==> config.mk <==
export PLATFORM = sky130hd
export DESIGN_NAME = hazard_ctrl_flat
export DESIGN_NICKNAME = d
export VERILOG_FILES = /design/src/rtl/hazard_ctrl_pkg.sv /design/src/rtl/hazard_ctrl_if.sv /design/src/rtl/hazard_ctrl.sv /design/src/flat_wrapper.sv
export SDC_FILE = /design/constraint.sdc
export NUM_CORES = 1
export LEC_CHECK = 0
export BUFFER_PORTS_ARGS = -buffer_cell sky130_fd_sc_hd__buf_2
export CAP_MARGIN = 20
export CORE_MARGIN = 3
export CORE_UTILIZATION = 54
export CTS_BUF_LIST = sky130_fd_sc_hd__clkbuf_8
export CTS_CLUSTER_DIAMETER = 60
export DETAILED_ROUTE_END_ITERATION = 8
export HOLD_SLACK_MARGIN = 0.06
export PLACE_DENSITY = 0.93
export SLEW_MARGIN = 15
export SYNTH_ARGS = -nofsm -noshare
export SYNTH_HDL_FRONTEND = slang
export SYNTH_SLANG_ARGS = --single-unit
==> constraint.sdc <==
create_clock -name clk -period 2.6 [get_ports clk]
set_clock_uncertainty 0.2 [all_clocks]
set_input_delay 0.26 -clock clk [delete_from_list [all_inputs] [get_ports clk]]
set_output_delay 0.26 -clock clk [all_outputs]
set_load 0.02 [all_outputs]
==> src/rtl/hazard_ctrl_pkg.sv <==
// Shared pipeline types for the RV32I core; hazard_ctrl uses the memory-wait FSM state.
package rv32i_types;

   typedef enum logic {
      RUN      = 1'b0,
      MEM_WAIT = 1'b1
   } hc_state_t;

   localparam logic [4:0] REG_X0 = 5'd0;

   // x0 is hardwired to zero, so a load targeting it never creates a dependency.
   function automatic logic reg_match(input logic [4:0] rd, input logic [4:0] rs);
      return (rd != REG_X0) && (rd == rs);
   endfunction

endpackage

==> src/rtl/hazard_ctrl_if.sv <==
// Pipeline control bundle between the core datapath (master) and hazard_ctrl (slave).
interface hazard_ctrl_if;

   logic        imem_pending;
   logic        imem_resp;
   logic        dmem_pending;
   logic        dmem_resp;
   logic [4:0]  id_rs1_s;
   logic [4:0]  id_rs2_s;
   logic [4:0]  ex_rd_s;
   logic        ex_mem_re;
   logic        ex_valid;
   logic        flush_req;

   logic        if_en;
   logic        id_en;
   logic        ex_en;
   logic        mem_en;
   logic        wb_en;
   logic        id_ex_bubble;
   logic        if_id_flush;
   logic [31:0] stall_cnt;
   logic [31:0] lu_cnt;

   modport master (
      output imem_pending, imem_resp, dmem_pending, dmem_resp,
             id_rs1_s, id_rs2_s, ex_rd_s, ex_mem_re, ex_valid, flush_req,
      input  if_en, id_en, ex_en, mem_en, wb_en, id_ex_bubble, if_id_flush,
             stall_cnt, lu_cnt
   );

   modport slave (
      input  imem_pending, imem_resp, dmem_pending, dmem_resp,
             id_rs1_s, id_rs2_s, ex_rd_s, ex_mem_re, ex_valid, flush_req,
      output if_en, id_en, ex_en, mem_en, wb_en, id_ex_bubble, if_id_flush,
             stall_cnt, lu_cnt
   );

endinterface

==> src/rtl/hazard_ctrl.sv <==
// Pipeline hazard controller: freezes the pipe on outstanding memory, inserts load-use
// bubbles, and applies branch flushes (deferred until the pipe can move again).
module hazard_ctrl
   import rv32i_types::*;
(
   input logic        clk,
   input logic        rst,
   hazard_ctrl_if.slave hc
);

   hc_state_t state;
   logic      imem_done;
   logic      dmem_done;
   logic      flush_pend;

   logic i_ok;
   logic d_ok;
   logic advance;
   logic load_use;
   logic flush;
   logic any_stall;

   // Sticky done flags remember a response that arrived while the other side was still busy.
   assign i_ok    = ~hc.imem_pending | hc.imem_resp | imem_done;
   assign d_ok    = ~hc.dmem_pending | hc.dmem_resp | dmem_done;
   assign advance = i_ok & d_ok;

   assign load_use = hc.ex_valid & hc.ex_mem_re &
                     (reg_match(hc.ex_rd_s, hc.id_rs1_s) | reg_match(hc.ex_rd_s, hc.id_rs2_s));
   assign flush    = hc.flush_req | flush_pend;

   always_comb begin
      hc.if_en        = 1'b0;
      hc.id_en        = 1'b0;
      hc.ex_en        = 1'b0;
      hc.mem_en       = 1'b0;
      hc.wb_en        = 1'b0;
      hc.id_ex_bubble = 1'b0;
      hc.if_id_flush  = 1'b0;
      if (!rst && advance) begin
         hc.ex_en  = 1'b1;
         hc.mem_en = 1'b1;
         hc.wb_en  = 1'b1;
         // A flush squashes the dependent instruction anyway, so it wins over the bubble.
         if (flush) begin
            hc.if_en       = 1'b1;
            hc.id_en       = 1'b1;
            hc.if_id_flush = 1'b1;
         end else if (load_use) begin
            hc.id_ex_bubble = 1'b1;
         end else begin
            hc.if_en = 1'b1;
            hc.id_en = 1'b1;
         end
      end
   end

   assign any_stall = ~(hc.if_en & hc.id_en & hc.ex_en & hc.mem_en & hc.wb_en);

   always_ff @(posedge clk) begin
      if (rst) begin
         state        <= RUN;
         imem_done    <= 1'b0;
         dmem_done    <= 1'b0;
         flush_pend   <= 1'b0;
         hc.stall_cnt <= '0;
         hc.lu_cnt    <= '0;
      end else begin
         case (state)
            RUN: begin
               if (!advance) begin
                  state     <= MEM_WAIT;
                  imem_done <= hc.imem_resp;
                  dmem_done <= hc.dmem_resp;
               end else begin
                  imem_done <= 1'b0;
                  dmem_done <= 1'b0;
               end
            end
            MEM_WAIT: begin
               if (advance) begin
                  state     <= RUN;
                  imem_done <= 1'b0;
                  dmem_done <= 1'b0;
               end else begin
                  imem_done <= imem_done | hc.imem_resp;
                  dmem_done <= dmem_done | hc.dmem_resp;
               end
            end
            default: begin
               state     <= RUN;
               imem_done <= 1'b0;
               dmem_done <= 1'b0;
            end
         endcase

         if (advance) begin
            flush_pend <= 1'b0;
         end else if (hc.flush_req) begin
            flush_pend <= 1'b1;
         end

         if (any_stall) begin
            hc.stall_cnt <= hc.stall_cnt + 32'd1;
         end
         if (hc.id_ex_bubble) begin
            hc.lu_cnt <= hc.lu_cnt + 32'd1;
         end
      end
   end

endmodule

==> src/flat_wrapper.sv <==
// flat-port wrapper written by rule: the top's interface ports become plain ports
module hazard_ctrl_flat import rv32i_types::*;
  (clk, rst, hc_imem_pending, hc_imem_resp, hc_dmem_pending, hc_dmem_resp, hc_id_rs1_s, hc_id_rs2_s, hc_ex_rd_s, hc_ex_mem_re, hc_ex_valid, hc_flush_req, hc_if_en, hc_id_en, hc_ex_en, hc_mem_en, hc_wb_en, hc_id_ex_bubble, hc_if_id_flush, hc_stall_cnt, hc_lu_cnt);
  hazard_ctrl_if hc_i ();
  input logic clk;
  input logic rst;
  input wire logic [$bits(hc_i.imem_pending)-1:0] hc_imem_pending;
  input wire logic [$bits(hc_i.imem_resp)-1:0] hc_imem_resp;
  input wire logic [$bits(hc_i.dmem_pending)-1:0] hc_dmem_pending;
  input wire logic [$bits(hc_i.dmem_resp)-1:0] hc_dmem_resp;
  input wire logic [$bits(hc_i.id_rs1_s)-1:0] hc_id_rs1_s;
  input wire logic [$bits(hc_i.id_rs2_s)-1:0] hc_id_rs2_s;
  input wire logic [$bits(hc_i.ex_rd_s)-1:0] hc_ex_rd_s;
  input wire logic [$bits(hc_i.ex_mem_re)-1:0] hc_ex_mem_re;
  input wire logic [$bits(hc_i.ex_valid)-1:0] hc_ex_valid;
  input wire logic [$bits(hc_i.flush_req)-1:0] hc_flush_req;
  output wire logic [$bits(hc_i.if_en)-1:0] hc_if_en;
  output wire logic [$bits(hc_i.id_en)-1:0] hc_id_en;
  output wire logic [$bits(hc_i.ex_en)-1:0] hc_ex_en;
  output wire logic [$bits(hc_i.mem_en)-1:0] hc_mem_en;
  output wire logic [$bits(hc_i.wb_en)-1:0] hc_wb_en;
  output wire logic [$bits(hc_i.id_ex_bubble)-1:0] hc_id_ex_bubble;
  output wire logic [$bits(hc_i.if_id_flush)-1:0] hc_if_id_flush;
  output wire logic [$bits(hc_i.stall_cnt)-1:0] hc_stall_cnt;
  output wire logic [$bits(hc_i.lu_cnt)-1:0] hc_lu_cnt;
  assign hc_i.imem_pending = hc_imem_pending;
  assign hc_i.imem_resp = hc_imem_resp;
  assign hc_i.dmem_pending = hc_dmem_pending;
  assign hc_i.dmem_resp = hc_dmem_resp;
  assign hc_i.id_rs1_s = hc_id_rs1_s;
  assign hc_i.id_rs2_s = hc_id_rs2_s;
  assign hc_i.ex_rd_s = hc_ex_rd_s;
  assign hc_i.ex_mem_re = hc_ex_mem_re;
  assign hc_i.ex_valid = hc_ex_valid;
  assign hc_i.flush_req = hc_flush_req;
  assign hc_if_en = hc_i.if_en;
  assign hc_id_en = hc_i.id_en;
  assign hc_ex_en = hc_i.ex_en;
  assign hc_mem_en = hc_i.mem_en;
  assign hc_wb_en = hc_i.wb_en;
  assign hc_id_ex_bubble = hc_i.id_ex_bubble;
  assign hc_if_id_flush = hc_i.if_id_flush;
  assign hc_stall_cnt = hc_i.stall_cnt;
  assign hc_lu_cnt = hc_i.lu_cnt;
  hazard_ctrl u_core (.clk(clk), .rst(rst), .hc(hc_i));
endmodule
Word level (Yosys, flattened, before mapping)

Cells that the tools add are included.

Output and inout bits: 71
Input bits: 24
Bits in registers: 68

Add/subtract/negate cells: 2
Reduce and logical (&&, ||, !) cells: 6
Mux-type cells: 16
Equal/unequal tests: 2
Bitwise operators: 17

Operator list:

| cell                                                            | number |
|---|---|
| 32-bit by 1-bit adder with 32-bit output, second input constant | 2 |
| 1-bit 2-to-1 mux                                                | 14 |
| 5-bit equality test                                             | 2 |
| 1-bit bitwise OR                                                | 8 |
| 1-bit bitwise AND                                               | 6 |
| 5-bit nonzero test                                              | 1 |
| 1-bit one-hot mux with 2 select lines                           | 2 |
| 1-bit logical AND                                               | 3 |
| 1-bit inverter                                                  | 3 |
| 2-bit OR reduction                                              | 1 |
| 1-bit zero test                                                 | 1 |

Longest topological paths before layout

Depth after elaboration: 10
Depth in mapped cells: 10
Mapped depth without buffers: 8

Least setup slack after synthesis

No wires, ideal clock.

Kind: reg2reg
From: register u_core.hc.lu_cnt[10] (netlist bit)
To: register u_core.hc.lu_cnt[31] (netlist bit)
Stages on the path, launching flop included: 7
Required time: 2330 ps
Setup time: 70 ps
Buffers on the path: 0
Arrival time: 2265 ps
Path slack: 66 ps
Path through: dfxtp_1 -> nand4_2 -> or4_4 -> nor4_4 -> nand4_2 -> or4_1 -> a21oi_1

Word-level cells in the longest chain between the ends: 1

Ends and longest elaborated chain:

| item                                     | RTL line             | source |
|---|---|---|
| from (decl)                              | hazard_ctrl_if.sv:36 | `stall_cnt, lu_cnt` |
| from (signal assigned)                   | hazard_ctrl.sv:107   | `hc.lu_cnt <= hc.lu_cnt + 32'd1;` |
| 32-bit by 1-bit adder with 32-bit output | hazard_ctrl.sv:107   |  |

No other way between the ends.
A chain may end at the register's enable or synchronous reset.

Worst setup path in the final report

From: register u_core.hc.lu_cnt[5] (netlist bit)
To: register u_core.hc.lu_cnt[30] (netlist bit)

Same word-level chain as after synthesis.

==> out/qor.txt <==
Status -> finished, final reports clean
Via density -> 6.00
Unrepaired setup endpoints after global routing -> no
Crit path capture type -> flop
Synth-to-layout area growth -> 25.4%
Synth warnings -> 0
EDFF count, synth -> 0
Fmax -> 393 MHz
CTS buffer count -> 9
DIE AREA -> 7380 sq um
Max Cap Violations -> 0
# DRC -> 0
Crit-path max FO -> 10
Final Max Slew Viols -> 0
Final setup TNS -> 0 ps
Antenna violations before repair -> 0
CP Launch Type -> flop
Mapped Avg Cell Area -> 8.11 sq um
Yosys reg bits -> 68
First-pass GRT wire length -> 15,000 um
Clock share of power -> 0.440
Clock tree sinks -> 68
Total iterations of the first detailed-routing run -> 5
HP Class -> in -> reg
Share of layout cells above drive strength 1 -> 0.290
Post-Syn Nets -> 451
Peak VDD IR -> 320 uV
Skew-Pair Late Insertion Delay -> 340 ps
Worst rel slew slack -> 0.565
Comb power frac -> 0.075
DP HPWL -> 6570 um
Slew @ Worst Pin -> 652 ps
Syn Inst Count -> 425
Setup ws final -> 57.0 ps
Async set-or-reset flop fraction in the synthesized netlist -> 0
Power Density -> 502 nW/um^2
Period utilization -> 0.978
Post-CTS setup buffer count -> 0
Worst-path clk slew -> 80 ps
Min Tclk post-route -> 2540 ps
Final wirelength -> 9260 um
WP data required -> 2660 ps
Sw Ratio -> 0.241
Starting Density -> 0.569
Sequential share of power -> 0.485
Power Total -> 2.17 mW
Final count of negative-setup-slack endpoints -> 0
Wirelength per Cell -> 15.1 um
IO buf count -> 94
Critical path class -> reg -> reg
Dpl cell area -> 4070 sq um
Top-count cell post-synth -> dfxtp_1
Vias in the first global route -> 3,346
Switching pwr -> 0.524 mW
Horiz. Die Dim -> 85.9 um
Clock buffer depth -> 2
I/O Pins -> 95
Worst EP arrival -> 2610 ps
CTS Root Cell -> clkbuf_8
Die Span Y -> 85.9 um
Net count, final -> 559
Final antenna-violating net count -> 0
Final instance area -> 4320 sq um
Overflow after GRT -> 0
Pint -> 1.65 mW
Setup WS pre-CTS -> -61.5 ps
Hold_ws -> 95.1 ps
Iteration-0 DRC Markers -> 197
Util after Layout -> 0.713
Largest net degree at the start of global routing -> 63
CTS tree -> yes
Placed insts -> 595
Unique masters post-synth -> 47
Cell accounting for the most synthesized area -> dfxtp_1
Final hold viol count -> 0
Sequential fraction of the synthesis area -> 0.395
ANT cells -> 0
Top cells by area, synth -> dfxtp_1 (40%), a21oi_1 (7.8%), o21ai_0 (5.4%), or3_1 (5.1%), xnor2_1 (4.6%)
Non-Filler Instances -> 613
Placer Congestion -> 0.830
H-Tree Depth -> 3
Cell Area, Synth -> 3450 sq um
Yosys top cell area share -> 0.395
Top FF cell, synth -> dfxtp_1
Core area -> 6060 sq um
Site Rows -> 28
Gr usage total -> 0.250
Static Leak -> 1.71 nW
DR vias -> 3,677
Commonest cells in the synthesized netlist -> dfxtp_1 (68), a21oi_1 (54), o21ai_0 (37), nand2_1 (35), or3_1 (28)
## sequential cells by signal, summed over array words and instances (netlist names)
signal	cells
u_core.flush_pend	1
u_core.dmem_done	1
u_core.imem_done	1
u_core.state	1
u_core.hc.lu_cnt	32
u_core.hc.stall_cnt	32
## layer usage
metal / vias to the layer above / share of wire / global-route usage
met4: 0 / 0.015 / 0.105
met2: 161 / 0.50 / 0.427
met3: 14 / 0.076 / 0.0567
met1: 1719 / 0.41 / 0.299
li1: 1783 / - / -
met5: - / 0 / 0
## worst paths after layout
| kind | cells past startpoint | from | slack (ps) | end |
|---|---|---|---|---|
| setup reg to reg | 7 | u_core.hc.lu_cnt[5]$_SDFFE_PP0P_ | 60 | u_core.hc.lu_cnt[30]$_SDFFE_PP0P_ |
| hold reg to reg | 2 | u_core.hc.lu_cnt[31]$_SDFFE_PP0P_ | 280 | u_core.hc.lu_cnt[31]$_SDFFE_PP0P_ |
| hold / removal | 3 | rst | 100 | u_core.hc.lu_cnt[11]$_SDFFE_PP0P_ |
| setup / recovery | 7 | u_core.hc.lu_cnt[5]$_SDFFE_PP0P_ | 60 | u_core.hc.lu_cnt[30]$_SDFFE_PP0P_ |
## logic make-up (layout without fill, tap and decap cells)
kind of cell / count (synthesis) / in the layout / share of synthesized area
simple gates: 182 / 182 / 0.305
compound gates: 115 / 115 / 0.188
flops: 68 / 68 / 0.395
buf+inv: 38 / 151 / 0.0537
xor+xnor: 19 / 19 / 0.0483
fa+ha+maj: 2 / 2 / 0.00726
mux: 1 / 1 / 0.00290
## repair_timing
item / CTS / global route
hold endpoints to repair: 2 / 0
hold buffers: 2 / 0
endpoints found under the setup margin: 0 / 5
resized for setup: 0 / 3
## worst max-delay path: stages (launching register included)
cell	delay, ps
dfxtp_1	340
and3_1	230
and3_4	220
nand3_1	130
or4_1	560
buf_4	200
or3_2	440
a21oi_1	160
## cell type report
cell class	count	area, sq um
Tap cell	75	93.8
Multi-Input combinational cell	319	1910
Inverter	15	56.3
Clock buffer	9	124
Sequential cell	68	1360
Fill cell	461	1740
Clock inverter	7	91.3
Timing Repair Buffer	120	683
## placed cells by master (no fill, tap or decap), types with 2 or more instances in the layout
cell           count
or3_2              4
nor4_1             6
nand3_1           24
nor2_1            20
and3_1            10
or3_1             28
xnor2_1           18
a21oi_1           54
dfxtp_1           67
clkinv_2           3
inv_1             14
bufinv_16          2
nand4_2            2
ha_1               2
nand2_1           35
or4_1             16
buf_2             94
nor3_1             4
and4_1             4
nand4b_1           2
clkbuf_8           9
or2_2              3
nand4_1           11
o31ai_1           13
dlygate4sd3_1      2
o21ai_0           37
buf_4             23
and2_1             5
## power by group through the flow
stage | Clock [mW] | Combinational (mW) | Sequential (mW)
floorplan | 0 | 0.0971 | 1.08
global route | 1.01 | 0.176 | 1.05
global placement | 0 | 0.152 | 1.08
finish | 0.955 | 0.163 | 1.05
detailed placement | 0 | 0.157 | 1.08
CTS | 0.974 | 0.160 | 1.05
Power figures use the tool's default switching activity.
